--- src/rtl/swerv_axi_arb_pkg.sv ---
// ---------------------------------------------------------------------------
// swerv_axi_arb_pkg
// Shared types and constants for the SweRV AXI4 read arbiter.
//   - Master index constants (IFU/LSU/SB) that double as the ARID/RID tag.
//   - TAG_ILLEGAL: the one tag value no master owns.
//   - ar_payload_t: one captured AR request. The id field is sized for the
//     widest supported tagged ID (ID_W + 2 <= AR_ID_MAX_W); unused upper
//     bits are kept at zero.
//   - slot_state_e: state of the one-entry AR output register.
//   - mst_next(): round-robin successor of a master index (modulo 3).
// ---------------------------------------------------------------------------
package swerv_axi_arb_pkg;

    localparam int unsigned NUM_MST     = 3;
    localparam int unsigned AR_ID_MAX_W = 16;

    localparam logic [1:0] MST_IFU     = 2'd0;
    localparam logic [1:0] MST_LSU     = 2'd1;
    localparam logic [1:0] MST_SB      = 2'd2;
    localparam logic [1:0] TAG_ILLEGAL = 2'd3;

    typedef enum logic [0:0] {
        SLOT_EMPTY = 1'b0,
        SLOT_FULL  = 1'b1
    } slot_state_e;

    typedef struct packed {
        logic [AR_ID_MAX_W-1:0] id;
        logic [31:0]            addr;
        logic [7:0]             len;
        logic [2:0]             size;
        logic [1:0]             burst;
    } ar_payload_t;

    // Next master in round-robin order; wraps SB back to IFU.
    function automatic logic [1:0] mst_next(input logic [1:0] idx);
        logic [1:0] nxt;
        case (idx)
            MST_IFU: nxt = MST_LSU;
            MST_LSU: nxt = MST_SB;
            MST_SB:  nxt = MST_IFU;
            default: nxt = MST_IFU;
        endcase
        return nxt;
    endfunction

endpackage

--- src/rtl/swerv_outst_cnt.sv ---
// ---------------------------------------------------------------------------
// swerv_outst_cnt
// Per-master outstanding-burst counter, clog2(MAX_OUTST)+1 bits wide so that
// the value MAX_OUTST itself is representable.
// Ports:
//   clk, rst  - clock, synchronous active-high reset
//   inc_i     - a burst was granted to this master
//   dec_i     - a last beat for this master was accepted
//   full_o    - counter has reached MAX_OUTST (master must not be granted)
//   nz_o      - at least one burst outstanding
// A decrement at zero is ignored (stray rlast). Simultaneous increment and
// valid decrement leave the count unchanged.
// ---------------------------------------------------------------------------
module swerv_outst_cnt #(
    parameter int unsigned MAX_OUTST = 8
) (
    input  logic clk,
    input  logic rst,
    input  logic inc_i,
    input  logic dec_i,
    output logic full_o,
    output logic nz_o
);

    localparam int unsigned   CW    = $clog2(MAX_OUTST) + 1;
    localparam logic [CW-1:0] ONE   = {{(CW-1){1'b0}}, 1'b1};
    localparam logic [CW-1:0] ZERO  = {CW{1'b0}};
    localparam logic [CW-1:0] MAX_C = CW'(MAX_OUTST);

    logic [CW-1:0] cnt_q;
    logic [CW-1:0] cnt_d;
    logic          dec_ok_s;

    assign dec_ok_s = dec_i && (cnt_q != ZERO);

    // Next count: up on grant, down on accepted rlast, hold when both.
    always_comb begin
        cnt_d = cnt_q;
        if (inc_i && !dec_ok_s && (cnt_q != MAX_C)) begin
            cnt_d = cnt_q + ONE;
        end else if (dec_ok_s && !inc_i) begin
            cnt_d = cnt_q - ONE;
        end else begin
            cnt_d = cnt_q;
        end
    end

    // Count register.
    always_ff @(posedge clk) begin
        if (rst) begin
            cnt_q <= ZERO;
        end else begin
            cnt_q <= cnt_d;
        end
    end

    assign full_o = (cnt_q == MAX_C);
    assign nz_o   = (cnt_q != ZERO);

endmodule

--- src/rtl/swerv_axi_rd_arb.sv ---
// ---------------------------------------------------------------------------
// swerv_axi_rd_arb
// Shares one downstream AXI4 read port between the IFU (0), LSU (1) and
// SB debug (2) read masters.
// AR side: round-robin grant (combinational s_arready) into a one-entry
//   output register; the forwarded ARID is {master index, upstream ARID}.
// R side: combinational routing by the RID tag; tag 2'b11 is illegal, the
//   beat is swallowed (m_rready forced high) and rid_err pulses one cycle
//   later.
// Per-master outstanding counters stop a master at MAX_OUTST bursts.
// Ports:
//   clk, rst                        - clock, synchronous active-high reset
//   s_ar* (packed x3), s_arready    - upstream AR channels, per master
//   s_rvalid/s_rready (x3), s_r*    - upstream R channel, shared payload
//   m_ar*, m_r*                     - downstream AXI4 read port
//   outst_any                       - any master has a burst in flight
//   rid_err                         - pulse after a beat with illegal tag
// Configuration macro: RV_AXI_RD_ARB_IFU_PRIO_EN
//   defined   - IFU wins whenever eligible; LSU/SB round-robin, and the
//               pointer moves only on their grants.
//   undefined - plain 3-way round-robin.
// ---------------------------------------------------------------------------
module swerv_axi_rd_arb
    import swerv_axi_arb_pkg::*;
#(
    parameter int unsigned ID_W      = 4,
    parameter int unsigned MAX_OUTST = 8
) (
    input  logic              clk,
    input  logic              rst,
    input  logic [2:0]        s_arvalid,
    output logic [2:0]        s_arready,
    input  logic [3*ID_W-1:0] s_arid,
    input  logic [3*32-1:0]   s_araddr,
    input  logic [3*8-1:0]    s_arlen,
    input  logic [3*3-1:0]    s_arsize,
    input  logic [3*2-1:0]    s_arburst,
    output logic [2:0]        s_rvalid,
    input  logic [2:0]        s_rready,
    output logic [ID_W-1:0]   s_rid,
    output logic [63:0]       s_rdata,
    output logic [1:0]        s_rresp,
    output logic              s_rlast,
    output logic              m_arvalid,
    input  logic              m_arready,
    output logic [ID_W+1:0]   m_arid,
    output logic [31:0]       m_araddr,
    output logic [7:0]        m_arlen,
    output logic [2:0]        m_arsize,
    output logic [1:0]        m_arburst,
    input  logic              m_rvalid,
    output logic              m_rready,
    input  logic [ID_W+1:0]   m_rid,
    input  logic [63:0]       m_rdata,
    input  logic [1:0]        m_rresp,
    input  logic              m_rlast,
    output logic              outst_any,
    output logic              rid_err
);

    slot_state_e state_q, state_d;
    ar_payload_t slot_q, slot_d;
    logic [1:0]  rr_ptr_q, rr_ptr_d;
    logic        rid_err_q, rid_err_d;

    ar_payload_t req_pl_s [NUM_MST];
    ar_payload_t win_pl_s;
    logic [3:0]  elig_s;       // bit 3 is a constant-0 pad so a 2-bit index never overruns
    logic [3:0]  rr_elig_s;
    logic [2:0]  full_s;
    logic [2:0]  nz_s;
    logic [2:0]  inc_s;
    logic [2:0]  dec_s;
    logic [1:0]  win_idx_s;
    logic [1:0]  cand_s;
    logic [1:0]  sel_s;
    logic        win_vld_s;
    logic        loadable_s;
    logic        grant_s;
    logic        r_last_hs_s;
    logic        unused_id_s;

    // Unpack each master's AR request and attach its tag.
    always_comb begin
        for (int i = 0; i < NUM_MST; i++) begin
            req_pl_s[i]                 = '0;
            req_pl_s[i].id[ID_W+1:0]    = {2'(i), s_arid[i*ID_W +: ID_W]};
            req_pl_s[i].addr            = s_araddr[i*32 +: 32];
            req_pl_s[i].len             = s_arlen[i*8 +: 8];
            req_pl_s[i].size            = s_arsize[i*3 +: 3];
            req_pl_s[i].burst           = s_arburst[i*2 +: 2];
        end
    end

    assign elig_s = {1'b0, s_arvalid & ~full_s};

`ifdef RV_AXI_RD_ARB_IFU_PRIO_EN
    // IFU is handled by fixed priority, so it never joins the rotation.
    assign rr_elig_s = elig_s & 4'b0110;
`else
    assign rr_elig_s = elig_s;
`endif

    // Winner search: first eligible master at or after rr_ptr, modulo 3.
    always_comb begin
        win_vld_s = 1'b0;
        win_idx_s = MST_IFU;
        cand_s    = rr_ptr_q;
        for (int k = 0; k < NUM_MST; k++) begin
            if (!win_vld_s && rr_elig_s[cand_s]) begin
                win_vld_s = 1'b1;
                win_idx_s = cand_s;
            end else begin
                win_vld_s = win_vld_s;
            end
            cand_s = mst_next(cand_s);
        end
`ifdef RV_AXI_RD_ARB_IFU_PRIO_EN
        if (elig_s[0]) begin
            win_vld_s = 1'b1;
            win_idx_s = MST_IFU;
        end else begin
            win_vld_s = win_vld_s;
        end
`endif
    end

    // Reset is folded in so no grant is ever signalled while in reset.
    assign loadable_s = !rst && ((state_q == SLOT_EMPTY) || m_arready);
    assign grant_s    = loadable_s && win_vld_s;

    // One-hot grant and winner payload select.
    always_comb begin
        s_arready = 3'b000;
        win_pl_s  = req_pl_s[0];
        case (win_idx_s)
            MST_IFU: win_pl_s = req_pl_s[0];
            MST_LSU: win_pl_s = req_pl_s[1];
            MST_SB:  win_pl_s = req_pl_s[2];
            default: win_pl_s = req_pl_s[0];
        endcase
        if (grant_s) begin
            case (win_idx_s)
                MST_IFU: s_arready = 3'b001;
                MST_LSU: s_arready = 3'b010;
                MST_SB:  s_arready = 3'b100;
                default: s_arready = 3'b000;
            endcase
        end else begin
            s_arready = 3'b000;
        end
    end

    assign inc_s = s_arready;

    // Slot FSM next state, payload capture and round-robin pointer update.
    always_comb begin
        state_d  = state_q;
        slot_d   = slot_q;
        rr_ptr_d = rr_ptr_q;
        case (state_q)
            SLOT_EMPTY: begin
                if (grant_s) begin
                    state_d = SLOT_FULL;
                    slot_d  = win_pl_s;
                end else begin
                    state_d = SLOT_EMPTY;
                end
            end
            SLOT_FULL: begin
                // A grant here implies m_arready: back-to-back reload.
                if (grant_s) begin
                    state_d = SLOT_FULL;
                    slot_d  = win_pl_s;
                end else if (m_arready) begin
                    state_d = SLOT_EMPTY;
                end else begin
                    state_d = SLOT_FULL;
                end
            end
            default: begin
                state_d = SLOT_EMPTY;
            end
        endcase
`ifdef RV_AXI_RD_ARB_IFU_PRIO_EN
        if (grant_s && (win_idx_s != MST_IFU)) begin
            rr_ptr_d = mst_next(win_idx_s);
        end else begin
            rr_ptr_d = rr_ptr_q;
        end
`else
        if (grant_s) begin
            rr_ptr_d = mst_next(win_idx_s);
        end else begin
            rr_ptr_d = rr_ptr_q;
        end
`endif
    end

    // Slot, pointer and error-pulse registers.
    always_ff @(posedge clk) begin
        if (rst) begin
            state_q   <= SLOT_EMPTY;
            slot_q    <= '0;
            rr_ptr_q  <= MST_IFU;
            rid_err_q <= 1'b0;
        end else begin
            state_q   <= state_d;
            slot_q    <= slot_d;
            rr_ptr_q  <= rr_ptr_d;
            rid_err_q <= rid_err_d;
        end
    end

    assign m_arvalid   = (state_q == SLOT_FULL);
    assign m_arid      = slot_q.id[ID_W+1:0];
    assign m_araddr    = slot_q.addr;
    assign m_arlen     = slot_q.len;
    assign m_arsize    = slot_q.size;
    assign m_arburst   = slot_q.burst;
    assign unused_id_s = ^slot_q.id[AR_ID_MAX_W-1:ID_W+2];

    assign sel_s       = m_rid[ID_W+1:ID_W];
    assign r_last_hs_s = m_rvalid && m_rready && m_rlast;

    // R routing by tag; the illegal tag is swallowed and flagged.
    always_comb begin
        s_rvalid  = 3'b000;
        m_rready  = 1'b1;
        dec_s     = 3'b000;
        rid_err_d = 1'b0;
        case (sel_s)
            MST_IFU: begin
                s_rvalid = {2'b00, m_rvalid};
                m_rready = s_rready[0];
                dec_s    = {2'b00, r_last_hs_s};
            end
            MST_LSU: begin
                s_rvalid = {1'b0, m_rvalid, 1'b0};
                m_rready = s_rready[1];
                dec_s    = {1'b0, r_last_hs_s, 1'b0};
            end
            MST_SB: begin
                s_rvalid = {m_rvalid, 2'b00};
                m_rready = s_rready[2];
                dec_s    = {r_last_hs_s, 2'b00};
            end
            default: begin
                s_rvalid  = 3'b000;
                m_rready  = 1'b1;
                rid_err_d = m_rvalid;
            end
        endcase
    end

    assign s_rid   = m_rid[ID_W-1:0];
    assign s_rdata = m_rdata;
    assign s_rresp = m_rresp;
    assign s_rlast = m_rlast;

    for (genvar g = 0; g < NUM_MST; g++) begin : g_cnt
        swerv_outst_cnt #(
            .MAX_OUTST (MAX_OUTST)
        ) u_cnt (
            .clk    (clk),
            .rst    (rst),
            .inc_i  (inc_s[g]),
            .dec_i  (dec_s[g]),
            .full_o (full_s[g]),
            .nz_o   (nz_s[g])
        );
    end

    assign outst_any = |nz_s;
    assign rid_err   = rid_err_q;

endmodule

--- config.mk ---
export PLATFORM = sky130hd
export DESIGN_NAME = swerv_axi_rd_arb
export DESIGN_NICKNAME = d
export VERILOG_FILES = /design/src/rtl/swerv_axi_arb_pkg.sv /design/src/rtl/swerv_outst_cnt.sv /design/src/rtl/swerv_axi_rd_arb.sv
export SDC_FILE = /design/constraint.sdc
export NUM_CORES = 1
export LEC_CHECK = 0
export BUFFER_PORTS_ARGS = -buffer_cell sky130_fd_sc_hd__clkbuf_2
export CORE_AREA = 4 4 140 142
export CTS_BUF_LIST = sky130_fd_sc_hd__clkbuf_8
export DETAILED_ROUTE_END_ITERATION = 8
export DIE_AREA = 0 0 144 146
export HOLD_SLACK_MARGIN = 0.03
export PLACE_DENSITY_LB_ADDON = 0.08
export SKIP_LAST_GASP = 1
export SLEW_MARGIN = 20
export SYNTH_ARGS = -nofsm -noshare
export SYNTH_HDL_FRONTEND = slang
export SYNTH_SLANG_ARGS = --single-unit
--- constraint.sdc ---
create_clock -name clk -period 4.9 [get_ports clk]
set_input_delay 0.735 -clock clk [delete_from_list [all_inputs] [get_ports clk]]
set_output_delay 0.735 -clock clk [all_outputs]
set_load 0.05 [all_outputs]
==> results.md <==
* Port Buffer Count at 221
* Insertion delay to the later sink of the worst-skew pair at 0.35 ns
* Sequential cell area fraction in the yosys report at 29.9%
* N_diodes at 0
* Clock tree root buffer cell: clkbuf_8
* Slew margin rel. at 36.4%
* Leakage power of the design at 0.00242 uW
* Average cell area after synthesis at 7.87 sq um
* Net count reported at finish at 930
* Hold violation total from the final report at 0
* Dominant cell by count in the synthesized netlist: nand2_1
* End-of-flow core utilization at 29.2%
* Power density cells at 353 nW/um^2
* Post-route setup TNS at 0 ns
* Number of CTS-inserted buffers at 9
* IR Drop Worst-Case VDD at 115 uV
* Post-synthesis net count at 811
* Post-synthesis cell area at 4420 sq um
* FF+latch count, synth at 66
* Layout Skew at 0.00979 ns
* DRC viols at 0
* Critical Path Sink Type: flop
* Timing startpoint of the critical path: g_cnt[2].u_cnt.cnt_q[0]
* Wire length of the first global-routing pass at 24700 microns
* CTS sink count at 66
* Wire length per cell after detailed routing at 17.2 microns
* Critical path start-end classification: flop to flop
* Yosys synthesis warning count at 0
* Fillers at 2049
* CTS tree: done
* Mapped Cells at 562
* Kind of start point of the critical path: flop
* Final weighted congestion in routability-driven placement at 0.756
* Unrepaired setup endpoints after global routing: no
* Top FF cell, synth: dfxtp_1
* Most area-consuming cells after synthesis: dfxtp_1 30%, buf_4 13%, nand2_1 9.4%
* Cell Rows at 50
* Die width at 144 microns
* Worst endpoint required time at 5.17 ns
* Worst EP arrival at 4.18 ns
* GRT Overall Usage at 14.8%
* Boundary pin count at 362
* Number of flops mapped to enable cells by yosys at 0
* Shortest period the worst path allows at 3.90 ns
* Overall die area at 21000 sq um
* Buffer levels on the longest clock path at 2
* Count of cells along the worst register-to-register path at 15
* Tightest Pin Transition at 0.955 ns
* Final Setup Violations at 0
* Final max-slew violation count at 0
* Pin count of the biggest net entering global routing at 99
* Asr flop ratio synth at 0%
* Number of iterations in the first detailed-routing pass at 4
* R2r startpoint: g_cnt[2].u_cnt.cnt_q[0]
* Final wirelength at 15900 microns
* Critical path fanouts, max at 8
* Hold depth at 2
* Depth of the CTS H-tree at 3
* First DRT Iteration DRCs at 156
* Post-CTS Repair Setup Buffers at 0
* # hold bufs at CTS at 0
* Number of instances resized during post-cts repair at 0
* Fraction of the cycle the final worst path needs at 79.7%
* Top achievable clock speed at 256 MHz
* Initial Utilization at 24.0%
* Core Area at 18500 sq um
* Die height at 146 microns
* Per-cell via count in the routed design at 4.76
* Max-cap check violation count at 0
* Vias in the first global route at 4415
* Startpoint of the lowest-slack hold path: m_araddr[12]
* Share of post-route cells with drive strength above 1 at 36.6%
* Sequential cell area at 1320 sq um
* DR vias at 4383
* Clock edge transition at the registers on the reported setup and hold paths at 0.08 ns
* Number of distinct library cells after synthesis at 45
* Ranking of synthesized cells by instance count: 111 x nand2_1, 75 x buf_4, 66 x dfxtp_1, 54 x a21oi_1, 50 x a22oi_1
* Min-delay worst type: flop to flop
* Relative area change from synthesis to final layout at 21.7%
* Yosys top cell area share at 29.9%
* Post-detail-place hpwl at 12200 microns
* Run status: finished clean
* Number of antenna violations at the first check in global routing at 0
* Multi-input combinational cell area at 2400 sq um
* Antenna-violating nets left at 0
* Library cell with the largest summed area after synthesis: dfxtp_1
* Grt ovf at 0
-- sequential cells by signal, indices dropped and copies added (netlist names) --
register / flops
m_arlen: 8
m_araddr: 32
g_cnt.u_cnt.cnt_q: 12
m_arvalid: 1
rid_err: 1
m_arburst: 2
m_arsize: 3
rr_ptr_q: 1
m_arid: 6
-- power by group --
group | switching [uW] | internal [uW]
clock | 228 | 282
sequential | 41.7 | 596
combinational | 517 | 237
total | 787 | 1120
-- logic make-up (layout without fill, tap and decap cells) --
logic type               count (synthesis)  after routing  synth area share, %
AO/OA/AOI/OAI                          177            177                 27.5
AND/OR/NAND/NOR                        165            165                 17.1
buffers and inverters                  121            245                 16.6
flip-flops                              66             66                 29.9
adder cells (fa/ha/maj)                 19             19                 5.89
XOR/XNOR                                 7              7                 1.39
multiplexers                             7              7                 1.61
-- routing by layer --
| layer | global-route usage, % | vias up | part of all wire [%] |
|---|---|---|---|
| met5 | 0 | - | 0 |
| met2 | 25.0 | 184 | 50 |
| li1 | - | 2169 | - |
| met1 | 17.3 | 2017 | 40 |
| met4 | 4.24 | 0 | 1.1 |
| met3 | 5.42 | 13 | 8.6 |
-- placed cells by master (no fill, tap or decap), types with 2 or more instances in the layout --
cell,Yosys,layout
or4b_1,2,2
mux2i_1,6,6
a22oi_1,50,50
a21oi_1,54,54
a21o_1,7,7
nor3_1,5,5
nor4_1,2,2
clkbuf_8,0,9
clkinv_2,0,2
dfxtp_1,66,66
nor2_1,13,13
nand2_1,111,111
o21ai_0,2,2
buf_4,75,5
a31oi_1,2,2
nand3b_1,7,7
nor2b_1,2,2
xnor2_1,5,5
nand4b_1,2,2
clkbuf_2,0,221
bufinv_16,0,2
xor2_1,2,2
a211oi_1,3,2
inv_1,3,5
and3b_1,3,3
nand3_1,5,5
ha_2,0,2
nand2b_1,5,5
o211ai_1,49,49
ha_1,16,13
fa_1,3,3
-- final timing paths --
path | end | slack (ns)
setup / recovery | g_cnt[1].u_cnt.cnt_q[3] | 1.0
hold / removal | m_araddr[12] | 0.46
setup reg to reg | g_cnt[1].u_cnt.cnt_q[3] | 1.0
hold reg to reg | m_araddr[12] | 0.46
-- metrics by stage --
stage          area [sq um]  hold slack [ns]  cells  setup slack, ns  total power, uW
3_3_place_gp           5160            0.443    904             1.07             1420
6_report               5380            0.455    920            0.997             1900
3_5_place_dp           5160            0.446    904            0.994             1420
2_1_floorplan          4420            0.465    562             1.16             1340
5_1_grt                5380            0.476    920            0.709             2040
4_1_cts                5380            0.458    920            0.980             1950
-- cell type report --
cell class,count,share of cell area (%)
clock inverter,7,1.60
inverter,3,0.209
clock buffer,9,2.30
multi-input combinational,375,44.7
timing repair buffer,226,21.2
tap,234,5.44
sequential,66,24.5
-- worst max-delay path, stage by stage (launching register included) --
cell and delay, ns:
dfxtp_1 0.38, or4b_1 0.66, nand2_1 0.11, o21ai_0 0.08, a211o_1 0.40, inv_1 0.12, ha_2 0.18, nand3b_1 0.11
a21oi_4 0.25, nand2b_1 0.15, ha_1 0.30, a21o_1 0.17, a21o_1 0.20, or4_1 0.40, a21o_1 0.19, a31oi_1 0.14
Note: power is estimated with default switching activity, not from simulation.
